$ cat src/rtl/uart_rx_fifo_if.sv
// uart_rx_fifo_if: receiver-to-consumer FIFO bus.
//   i_data/i_data_valid : byte and write strobe from the UART receiver
//   i_rd_en             : consumer pop request
//   i_clr_overrun       : clears the sticky overrun flag
//   o_data              : head entry (first-word-fall-through)
//   o_empty/o_full      : occupancy is zero / DEPTH
//   o_count             : current occupancy
//   o_thresh            : o_count >= THRESH
//   o_overrun           : sticky, a byte was dropped
interface uart_rx_fifo_if #(
    parameter int DATA_BITS = 8,
    parameter int DEPTH     = 16
);
    logic [DATA_BITS-1:0]   i_data;
    logic                   i_data_valid;
    logic                   i_rd_en;
    logic                   i_clr_overrun;
    logic [DATA_BITS-1:0]   o_data;
    logic                   o_empty;
    logic                   o_full;
    logic [$clog2(DEPTH):0] o_count;
    logic                   o_thresh;
    logic                   o_overrun;
    modport master (
        output i_data, i_data_valid, i_rd_en, i_clr_overrun,
        input  o_data, o_empty, o_full, o_count, o_thresh, o_overrun
    );
    modport slave (
        input  i_data, i_data_valid, i_rd_en, i_clr_overrun,
        output o_data, o_empty, o_full, o_count, o_thresh, o_overrun
    );
endinterface

$ cat src/rtl/uart_rx_fifo.sv
// uart_rx_fifo: FWFT receive FIFO with threshold and sticky overrun flags.
//   clk : rising-edge clock
//   rst : asynchronous active-low reset (control state only, RAM unreset)
//   bus : uart_rx_fifo_if.slave, data/strobe in, head/status out
module uart_rx_fifo #(
    parameter int DATA_BITS = 8,
    parameter int DEPTH     = 16,
    parameter int THRESH    = 8
) (
    input logic           clk,
    input logic           rst,
    uart_rx_fifo_if.slave bus
);
    localparam int AW = $clog2(DEPTH);
    logic [DATA_BITS-1:0] r_mem [DEPTH];
    logic [AW-1:0]        r_wr_ptr;
    logic [AW-1:0]        r_rd_ptr;
    logic [AW:0]          r_count;
    logic [DATA_BITS-1:0] r_last;
    logic                 r_overrun;
    logic                 r_arm;
    logic                 w_empty;
    logic                 w_full;
    logic                 w_wr;
    logic                 w_rd;
    logic                 w_drop;
    assign w_empty = r_count == '0;
    assign w_full  = r_count == (AW+1)'(DEPTH);
    // r_arm blocks both operations on the first edge after reset release.
    // A write while full is accepted only when a pop frees the slot that cycle.
    assign w_rd    = r_arm && bus.i_rd_en && !w_empty;
    assign w_wr    = r_arm && bus.i_data_valid && (!w_full || bus.i_rd_en);
    assign w_drop  = r_arm && bus.i_data_valid && w_full && !bus.i_rd_en;
    always_ff @(posedge clk) begin
        if (w_wr) r_mem[r_wr_ptr] <= bus.i_data;
    end
    always_ff @(posedge clk or negedge rst) begin
        if (!rst) begin
            r_wr_ptr  <= '0;
            r_rd_ptr  <= '0;
            r_count   <= '0;
            r_last    <= '0;
            r_overrun <= 1'b0;
            r_arm     <= 1'b0;
        end else begin
            r_arm     <= 1'b1;
            r_wr_ptr  <= w_wr ? r_wr_ptr + AW'(1) : r_wr_ptr;
            r_rd_ptr  <= w_rd ? r_rd_ptr + AW'(1) : r_rd_ptr;
            r_count   <= r_count + (AW+1)'(w_wr) - (AW+1)'(w_rd);
            // Hold the last popped head so o_data stays stable once empty.
            r_last    <= w_rd ? r_mem[r_rd_ptr] : r_last;
            r_overrun <= w_drop ? 1'b1 : bus.i_clr_overrun ? 1'b0 : r_overrun;
        end
    end
    assign bus.o_data    = w_empty ? r_last : r_mem[r_rd_ptr];
    assign bus.o_empty   = w_empty;
    assign bus.o_full    = w_full;
    assign bus.o_count   = r_count;
    assign bus.o_thresh  = r_count >= (AW+1)'(THRESH);
    assign bus.o_overrun = r_overrun;
endmodule

$ cat src/flat_wrapper.sv
// flat-port wrapper written by rule: the top's interface ports become plain ports
module uart_rx_fifo_flat 
#(
    parameter int DATA_BITS = 8,
    parameter int DEPTH     = 16,
    parameter int THRESH    = 8
)
  (clk, rst, bus_i_data, bus_i_data_valid, bus_i_rd_en, bus_i_clr_overrun, bus_o_data, bus_o_empty, bus_o_full, bus_o_count, bus_o_thresh, bus_o_overrun);
  uart_rx_fifo_if #(.DATA_BITS(DATA_BITS), .DEPTH(DEPTH)) bus_i ();
  input logic clk;
  input logic rst;
  input wire logic [$bits(bus_i.i_data)-1:0] bus_i_data;
  input wire logic [$bits(bus_i.i_data_valid)-1:0] bus_i_data_valid;
  input wire logic [$bits(bus_i.i_rd_en)-1:0] bus_i_rd_en;
  input wire logic [$bits(bus_i.i_clr_overrun)-1:0] bus_i_clr_overrun;
  output wire logic [$bits(bus_i.o_data)-1:0] bus_o_data;
  output wire logic [$bits(bus_i.o_empty)-1:0] bus_o_empty;
  output wire logic [$bits(bus_i.o_full)-1:0] bus_o_full;
  output wire logic [$bits(bus_i.o_count)-1:0] bus_o_count;
  output wire logic [$bits(bus_i.o_thresh)-1:0] bus_o_thresh;
  output wire logic [$bits(bus_i.o_overrun)-1:0] bus_o_overrun;
  assign bus_i.i_data = bus_i_data;
  assign bus_i.i_data_valid = bus_i_data_valid;
  assign bus_i.i_rd_en = bus_i_rd_en;
  assign bus_i.i_clr_overrun = bus_i_clr_overrun;
  assign bus_o_data = bus_i.o_data;
  assign bus_o_empty = bus_i.o_empty;
  assign bus_o_full = bus_i.o_full;
  assign bus_o_count = bus_i.o_count;
  assign bus_o_thresh = bus_i.o_thresh;
  assign bus_o_overrun = bus_i.o_overrun;
  uart_rx_fifo #(.DATA_BITS(DATA_BITS), .DEPTH(DEPTH), .THRESH(THRESH)) u_core (.clk(clk), .rst(rst), .bus(bus_i));
endmodule
$ cat config.mk
export PLATFORM = sky130hd
export DESIGN_NAME = uart_rx_fifo_flat
export DESIGN_NICKNAME = d
export VERILOG_FILES = /design/src/rtl/uart_rx_fifo_if.sv /design/src/rtl/uart_rx_fifo.sv /design/src/flat_wrapper.sv
export SDC_FILE = /design/constraint.sdc
export NUM_CORES = 1
export LEC_CHECK = 0
export ABC_CLOCK_PERIOD_IN_PS = 8500
export BUFFER_PORTS_ARGS = -buffer_cell sky130_fd_sc_hd__buf_2
export CELL_PAD_IN_SITES_DETAIL_PLACEMENT = 0
export CELL_PAD_IN_SITES_GLOBAL_PLACEMENT = 1
export CORE_ASPECT_RATIO = 2
export CORE_MARGIN = 1
export CORE_UTILIZATION = 56
export DETAILED_ROUTE_END_ITERATION = 16
export PLACE_DENSITY = 0.82
export RECOVER_POWER = 100
export SETUP_SLACK_MARGIN = 0.02
export SLEW_MARGIN = 20
export SYNTH_ARGS = -nofsm -noshare
export SYNTH_HDL_FRONTEND = slang
export SYNTH_SLANG_ARGS = --single-unit
$ cat constraint.sdc
create_clock -name clk -period 8.5 [get_ports clk]
set_input_delay 0.425 -clock clk [delete_from_list [all_inputs] [get_ports clk]]
set_output_delay 0.425 -clock clk [all_outputs]
set_load 0.01 [all_outputs]
---- Yosys cells after proc, flatten, opt, wreduce, memory -nomap -nowiden ----
Memory sizes are Yosys's and may differ from the RTL's.
Cells that the tools add are included.
operators by class
  add/sub/neg operators ................... 4
  multipliers ............................. 0
  divide/modulo/power cells ............... 0
  $lt $le $gt $ge ......................... 1
  equal/unequal tests ..................... 1
  shift operators ......................... 0
  multiplexer cells ....................... 5
  bitwise operators ....................... 0
  reductions and logical operators ........ 12
operators with widths
  operator                                                            count
  adder 4 x 1 -> 4 bit (second input constant)                        2
  two-way mux 8 bit                                                   1
  logical AND 1 bit                                                   6
  adder 5 x 1 -> 5 bit                                                1
  equality test 5 bit (second input constant)                         1
  greater-or-equal comparator 5 x 4 -> 1 bit (second input constant)  1
  zero test 5 bit                                                     1
  subtractor 5 x 1 -> 5 bit                                           1
  two-way mux 1 bit                                                   4
  zero test 1 bit                                                     3
  nonzero test 2 bit                                                  1
  logical OR 1 bit                                                    1
storage, ports and cells
  bits in registers ....................... 23
  bits in latches ......................... 0
  bits in writable memories ............... 128
  memory bits (read-only) ................. 0
  input bits .............................. 13
  output and inout bits ................... 17
  memories ................................ 1
memory list
  memory        depth  bits a word  read ports  clocked after memory_dff  wr ports  line                source
  u_core.r_mem  16     8            1           0                         1         uart_rx_fifo.sv:15  logic [DATA_BITS-1:0] r_mem [DEPTH];

---- Longest topological paths before layout ----
Gate-level depths: netlist (run 1).
  depth after elaboration ................. 6
  gate-level depth with buffers ........... 15
  gate-level depth less buffers ........... 13

---- Worst setup path before layout (run 1) ----
No wires, ideal clock.
  path type ............................... reg2reg
  from .................................... register u_core.r_count[2], in the netlist u_core.bus.o_count[2]
  to ...................................... register u_core.r_count[4], in the netlist u_core.bus.o_count[4]
  arrival time ............................ 2.840 ns
  required time ........................... 8.420 ns
  setup slack ............................. 5.580 ns
  cell stages (with the launch flop) ...... 16
  period minus slack after synthesis ...... 2.920 ns
  path through ............................ dfrtp_1 inv_1 ha_1 or4b_1 buf_2 and3_4 buf_4 ha_1 inv_1 ha_1 inv_1 fa_1 inv_1 a21oi_1 o21bai_1 xnor2_1
between the ends
  elaborated cells between the ends (all ways) .. 9
  those cells by class .................... add/sub: 2; eq/ne: 1; reduce/logical: 6
RTL lines
  element                    line                source
  start, declared            uart_rx_fifo.sv:18  logic [AW:0] r_count;
  start signal, assigned     uart_rx_fifo.sv:49  r_count <= r_count + (AW+1)'(w_wr) - (AW+1)'(w_rd);
  zero test 5 bit            uart_rx_fifo.sv:27  assign w_empty = r_count == '0;
  zero test 1 bit            uart_rx_fifo.sv:31  assign w_rd = r_arm && bus.i_rd_en && !w_empty;
  logical AND 1 bit          uart_rx_fifo.sv:31
  named net u_core.w_rd      uart_rx_fifo.sv:25  logic w_rd;
  subtractor 5 x 1 -> 5 bit  uart_rx_fifo.sv:49
The timed path passes the listed nets, and every way through them passes these cells.
A chain may end at the register's enable or synchronous reset.

---- Worst setup path in the final report (run 1) ----
  from .................................... register u_core.r_rd_ptr[2]
  to ...................................... output port bus_o_data[1]
between the ends
  cells in the longest elaborated chain, start to end .. 2
RTL lines
  element                   line                source
  start, declared           uart_rx_fifo.sv:17  logic [AW-1:0] r_rd_ptr;
  start signal, assigned    uart_rx_fifo.sv:48  r_rd_ptr <= w_rd ? r_rd_ptr + AW'(1) : r_rd_ptr;
  memory read (16 x 8 bit)  -
  two-way mux 8 bit         uart_rx_fifo.sv:55  assign bus.o_data = w_empty ? r_last : r_mem[r_rd_ptr];
  end, declared             flat_wrapper.sv:16  output wire logic [$bits(bus_i.o_data)-1:0] bus_o_data;
Every way passes these cells.

==> impl_results.md, run 1 <==
* Nets at 445
* Hpwl dp at 8.45 mm
* Register area share after synthesis at 70.8%
* CTS tree: yes
* Async SR Flop Fraction at 15.2%
* Synth Area in Compound Gates at 5.77%
* WP data arrival at ~4700 ps
* Global route overflow at 0
* IO buf count at 29
* Synth unique cells at 41
* P per Cell Area at 350 nW/um^2
* Avg WL per Cell at 21.9 um
* Max_slew headroom at -50.0%
* Post-Syn Area per Cell at around 16 sq um
* Clk pin slew, worst setup/hold paths at approximately 60 ps
* Max Clk Rate at 194 MHz
* Syn. warnings at 0
* Reg2reg setup slack at ~4300 ps
* Worst reg2reg path depth at 5
* # fillers at 790
* Worst skew pair latency at approximately 430 ps
* CTS Hold Bufs at 1
* HP Start: bus_i_clr_overrun
* DIE WIDTH at 76.7 um
* Reg-to-Reg End: u_core.r_last[1]
* Largest area contributor in the netlist: edfxtp_1
* Status: finished, violations left
* Number of global-route vias before repair at 3520
* CP endpoint kind: primary output
* FP Rows at 54
* Post-route ant nets at 0
* Global-route wire length before repair at 18.9 mm
* Worst-margin pin slew at 2250 ps
* GRT Util Overall at between 20% and 30%
* Number of H-tree levels at 4
* Worst path cell trace: clkbuf_1 -> mux2i_1 -> o22ai_1 -> nor2_1 -> a31oi_1 -> clkbuf_1
* Endpoints failing setup at 0
* Crit path kind: reg2out
* Core Region at approximately 11000 sq um
* Layout Skew at 9.01 ps
* CTS Buffer Depth at 2
* Postcts setup bufs at 0
* Vias at ~3300
* Reg2Reg Launch Point: u_core.r_rd_ptr[2]
* Post-synthesis cell area at 6250 sq um
* Final cell count without fillers at 571
* Maximum vdd drop at around 0.00025 V
* Crit path time final at 5150 ps
* # resized after CTS at 0
* CTS buffer count at 17
* Post-synth EDFFs at 128
* Die height at 151 um
* Crit path launch type: flop
* Max Slew Vio Count at 42
* Vias per cell at 5.86
* Hold Violations, Final at 0
* Slowest-stage cell, CP: clkbuf_1
* CP delay by family, top: buffers and inverters
* Gpl congestion at 0.804
* Adder-cell share of the synthesized area at 2.92%
* Delay of the slowest cell on the worst path at 1680 ps
* Die area at approximately 12000 sq um
* Gate Count Post-Synth at 382
* Leak at 2.52 nW
* Critical path peak fanout at 32
* Max Cap Viol at 3
* Area occupied by multi-input gates at 1640 sq um
* Min-delay worst type: in2reg
* Drt drc at 0
* Ant. Diodes at 0
* Clk sinks at around 150
* Final Cycle Share at 60.6%
* Synth Area in Simple Gates at 5.61%
* Post-synthesis mux area share at 10.8%
* Synth top area cells: edfxtp_1, dfrtp_1, mux2i_1, mux4_2, ha_1
* Core Util, Final at 65.0%
* Register Area at 4420 sq um
* Worst path required time at 8080 ps
* XOR/XNOR Fraction of Synth Area at 1.26%
* Clk root buf: clkbuf_16
* Area delta synth->final at 13.1%
* Total Neg Setup Slack at 0 ps
* Failing checks: capacitance limit, slew limit
* # IOs at 30
* Hold Worst Slack at around 190 ps
* Hold endpoint: u_core.bus.o_overrun
* RSZ-0062 raised after global routing: no
* Drt total wl at 12.5 mm
* WHS Path Cells at 2
* Synthesized flop and latch total at 151
* DR iter-0 viols at 154
* Largest family of logic cells by synthesized area: multiplexers
* Area share of the largest cell type after synthesis at 61.5%
* Initial antenna violation count at 0
* CP bufs+invs at 2
* Syn Nets at 409
* DRT Pass-1 Iters at 4
* Initial core utilization at 57.4%
* CP dominant cell by count: clkbuf_1
* Proportion of layout cells with a drive suffix above 1 at 10.7%
* Largest net degree at the start of global routing at 33
* Inst Count DP at 538
* Most used DFF post-synth: edfxtp_1
stage by stage:
| stage | instance area, sq um | total power, mW | setup WS [ps] |
|---|---|---|---|
| finish | 7070 | 2.47 | 3350 |
| global route | 7070 | 2.58 | 2980 |
| CTS | 7140 | 2.49 | 5160 |
| detailed placement | 6510 | 1.72 | 5170 |
| global placement | 6510 | 1.69 | 5300 |
| floorplan | 6250 | 1.49 | 5580 |
cells in the final DEF (no fill, tap or decap), types with 8 or more instances in the layout:
cell / instances
edfxtp_1: 128
mux2i_1: 48
clkbuf_1: 30
nor2_1: 25
dfrtp_1: 23
inv_1: 17
o22ai_1: 17
clkbuf_16: 17
a31oi_1: 16
ha_1: 13
xnor2_1: 8
mux4_2: 8
a221oi_1: 8
cell families (layout without fill, tap and decap cells):
group / count (synthesis) / in the layout
compound gates: 56 / 56
xor+xnor: 9 / 9
fa+ha+maj: 14 / 14
buf+inv: 36 / 85
flops: 151 / 151
mux: 57 / 57
other cells: 1 / 1
simple gates: 58 / 58
report_power, final:
part | switching, mW | internal, mW
registers | 0.120 | 0.889
clock network | 0.298 | 0.480
logic | 0.387 | 0.298
total | 0.805 | 1.67
metal layers:
| metal | track usage [%] | share of wire [%] | wire [um] |
|---|---|---|---|
| met1 | 24.1 | 35 | 4340 |
| met2 | 41.9 | 55 | 6870 |
| met3 | 4.88 | 4.7 | 585 |
| met4 | 18.8 | 5.6 | 697 |
| met5 | 0 | 0 | 0 |
cells in the mapped netlist (2+ instances only):
cell	count
buf_4	4
a31oi_1	16
and4_1	4
inv_1	17
clkbuf_1	5
a221oi_1	8
nor3b_1	4
nor2_1	25
buf_2	5
buf_6	3
a21oi_1	3
xnor2_1	8
o22ai_1	17
mux2i_1	48
o21ai_1	5
mux4_2	8
dfrtp_1	23
and4bb_2	4
edfxtp_1	128
nand3b_1	2
buf_1	2
ha_1	13
nand2_1	6
o21ai_0	4
and2_1	4
flip-flops by register name (all words and copies together) (netlist names):
| name | flops |
|---|---|
| u_core.bus.o_overrun | 1 |
| u_core.r_rd_ptr | 4 |
| u_core.r_mem | 128 |
| u_core.bus.o_count | 5 |
| u_core.r_arm | 1 |
| u_core.r_wr_ptr | 4 |
| u_core.r_last | 8 |
worst max path at each step:
stage | from | to | slack (ps) | depth (start not counted)
global route | u_core.r_rd_ptr[2] | bus_o_data[1] | 2980 | 6
floorplan | u_core.bus.o_count[2] | u_core.bus.o_count[4] | 5580 | 15
detailed placement | u_core.bus.o_count[2] | u_core.bus.o_count[4] | 5170 | 13
CTS | u_core.bus.o_count[2] | u_core.bus.o_count[4] | 5160 | 13
finish | u_core.r_rd_ptr[2] | bus_o_data[1] | 3350 | 6
global placement | u_core.bus.o_count[2] | u_core.bus.o_count[4] | 5300 | 13
final cells by class:
cell class              instances  area share, %
clock buffers                  19           6.41
clock inverters                13           2.41
inverters                      17          0.903
multi-input cells             195           23.2
flip-flops and latches        151           62.5
well taps                     140           2.48
repair buffers                 36           2.09
(Power assumes the default switching activity.)
==> run 2, diff against run 1 <==
ABC_CLOCK_PERIOD_IN_PS = 4200   (was 8500)
CORE_UTILIZATION = 47   (was 56)
PLACE_DENSITY = 0.73   (was 0.82)
clock period = 4.2 ns   (was 8.5 ns; I/O delays follow)
==> run 2 against run 1 <==
The run still ends with capacitance limit, slew limit left. Power grew 95%. Die area grew 19%. Largest cell class unchanged. Hold slack got worse by 130 ps. Clock power increased by 80%. Final area fell by 0.53%. Sequential power is 100% higher. Non-clock buffer count increased by 2. Wire length grew 5.1%. Global-route usage is 3.3 points lower. First-iteration DRC count up 25%. Clock-buffer cell count is 1 lower. Flip-flop and latch count unchanged.
==> impl_results.md, run 2 (synthesized netlist as in run 1, its figures left out) <==
* Failing checks: capacitance limit, slew limit
* Commonest non-fill, non-tap cell in the layout: edfxtp_1
* Leak at around 2.5 nW
* Layout Skew at 8.22 ps
* # IOs at 30
* Max Slew Vio Count at 9
* Core Util, Final at 54.1%
* DIE WIDTH at between 80 and 90 um
* CTS tree: yes
* Ant. Diodes at 0
* FP Rows at 59
* Inst Count DP at 551
* Maximum vdd drop at 0.000479 V
* Area delta synth->final at 12.5%
* Worst reg2reg path depth at 13
* Final Cycle Share at 84.5%
* Reg-to-Reg End: u_core.bus.o_count[4]
* Largest register FFs at 128
* CTS Hold Bufs at 2
* Clk root buf: clkbuf_16
* Die height at 165 um
* Top register by number of flip-flops: u_core.r_mem
* Area occupied by multi-input gates at 1640 sq um
* Final cell count without fillers at 585
* Crit path time final at 3550 ps
* Max_slew headroom at -27.5%
* Global-route wire length before repair at 19.9 mm
* Number of global-route vias before repair at 3523
* Max Clk Rate at 282 MHz
* DR iter-0 viols at 193
* Post-route cell area at roughly 7000 sq um
* Clk sinks at 151
* Vias per cell at 5.76
* Worst path required time at 3990 ps
* Drt drc at 0
* Clk pin slew, worst setup/hold paths at around 60 ps
* Nets at 447
* DRT Pass-1 Iters at 4
* WP data arrival at 3340 ps
* Max Cap Viol at 1
* Gpl congestion at 0.786
* Hold Violations, Final at 0
* Hold Worst Slack at 61.4 ps
* CTS buffer count at 17
* Crit path kind: reg2out
* Vias at 3367
* Worst skew pair latency at 420 ps
* HP Start: bus_i_data_valid
* Min-delay worst type: in2reg
* Status: finished, violations left
* Register Area at around 4400 sq um
* Total Neg Setup Slack at 0 ps
* Critical path peak fanout at 30
* GRT Util Overall at 20.5%
* Commonest non-fill, non-tap cells in the layout: edfxtp_1, mux2i_1, clkbuf_1
* Avg WL per Cell at 22.4 um
* WHS Path Cells at 3
* CTS Buffer Depth at 2
* P per Cell Area at 688 nW/um^2
* Drt total wl at 13.1 mm
* Number of H-tree levels at 4
* Reg2Reg Launch Point: u_core.bus.o_count[2]
* Reg2reg setup slack at 890 ps
* Hpwl dp at 8.90 mm
* RSZ-0062 raised after global routing: no
* Initial antenna violation count at 0
* Global route overflow at 0
* Die area at approximately 14000 sq um
* Post-route ant nets at 0
* Hold endpoint: u_core.bus.o_overrun
* # resized after CTS at 0
* Proportion of layout cells with a drive suffix above 1 at 11.5%
* Worst-margin pin slew at 1890 ps
* Placement Cell Area at approximately 6500 sq um
* IO buf count at 29
* Postcts setup bufs at 0
* Initial core utilization at 48.1%
* Largest net degree at the start of global routing at 31
* Crit path launch type: flop
* CP endpoint kind: primary output
* # fillers at 1049
* Core Region at ~13000 sq um
* Endpoints failing setup at 0
[run 2: changes by cell type in the layout (fill, tap and decap cells not counted), moves of 2 or more]
cell / change
bufinv_16: -3
clkbuf_8: -2
inv_6: +2
inv_8: +2
o21ai_0: +5
o21ai_1: -5
[run 2: area by class of cell]
type	instances	share of cell area, %
Sequential cell	151	62.9
Multi-Input combinational cell	195	23.4
Clock buffer	18	6.11
Tap cell	152	2.71
Timing Repair Buffer	38	2.37
Clock inverter	14	1.66
Inverter	17	0.908
[run 2: power breakdown]
part	switching (mW)	internal, mW	leakage, nW	total (mW)
sequential	0.219	1.80	1.42	2.02
clock	0.633	0.771	0.262	1.40
combinational	0.824	0.584	0.814	1.41
[run 2: worst max-delay path: stages (launching register included)]
cell and delay [ps]:
dfrtp_2 690, clkbuf_2 930, mux4_2 610, o21ai_0 320, a31oi_1 190, clkbuf_1 180
[run 2: worst max-delay path by stage]
stage / from / end / depth (start not counted)
final: u_core.r_rd_ptr[2] / bus_o_data[6] / 5
after global routing: u_core.r_rd_ptr[2] / bus_o_data[6] / 5
after CTS: u_core.bus.o_count[2] / u_core.bus.o_count[4] / 13
after detailed placement: u_core.bus.o_count[2] / u_core.bus.o_count[4] / 13
after global placement: u_core.bus.o_count[3] / u_core.bus.o_count[4] / 13
after floorplan: u_core.bus.o_count[2] / u_core.bus.o_count[4] / 15
[run 2: metrics by stage]
step                      worst slack (ps)  power, mW
after global placement                1000       3.47
after CTS                              882       4.90
after detailed placement               898       3.50
final                                  652       4.83
after global routing                   439       5.06
after floorplan                       1280       3.01
[run 2: per-layer routing]
| metal | GRT usage [%] | up-vias | wire length, um |
|---|---|---|---|
| li1 | - | 1553 | - |
| met1 | 20.9 | 1695 | 4720 |
| met2 | 39.1 | 103 | 7620 |
| met3 | 4.10 | 16 | 451 |
| met4 | 10.3 | 0 | 335 |
| met5 | 0 | - | 0 |
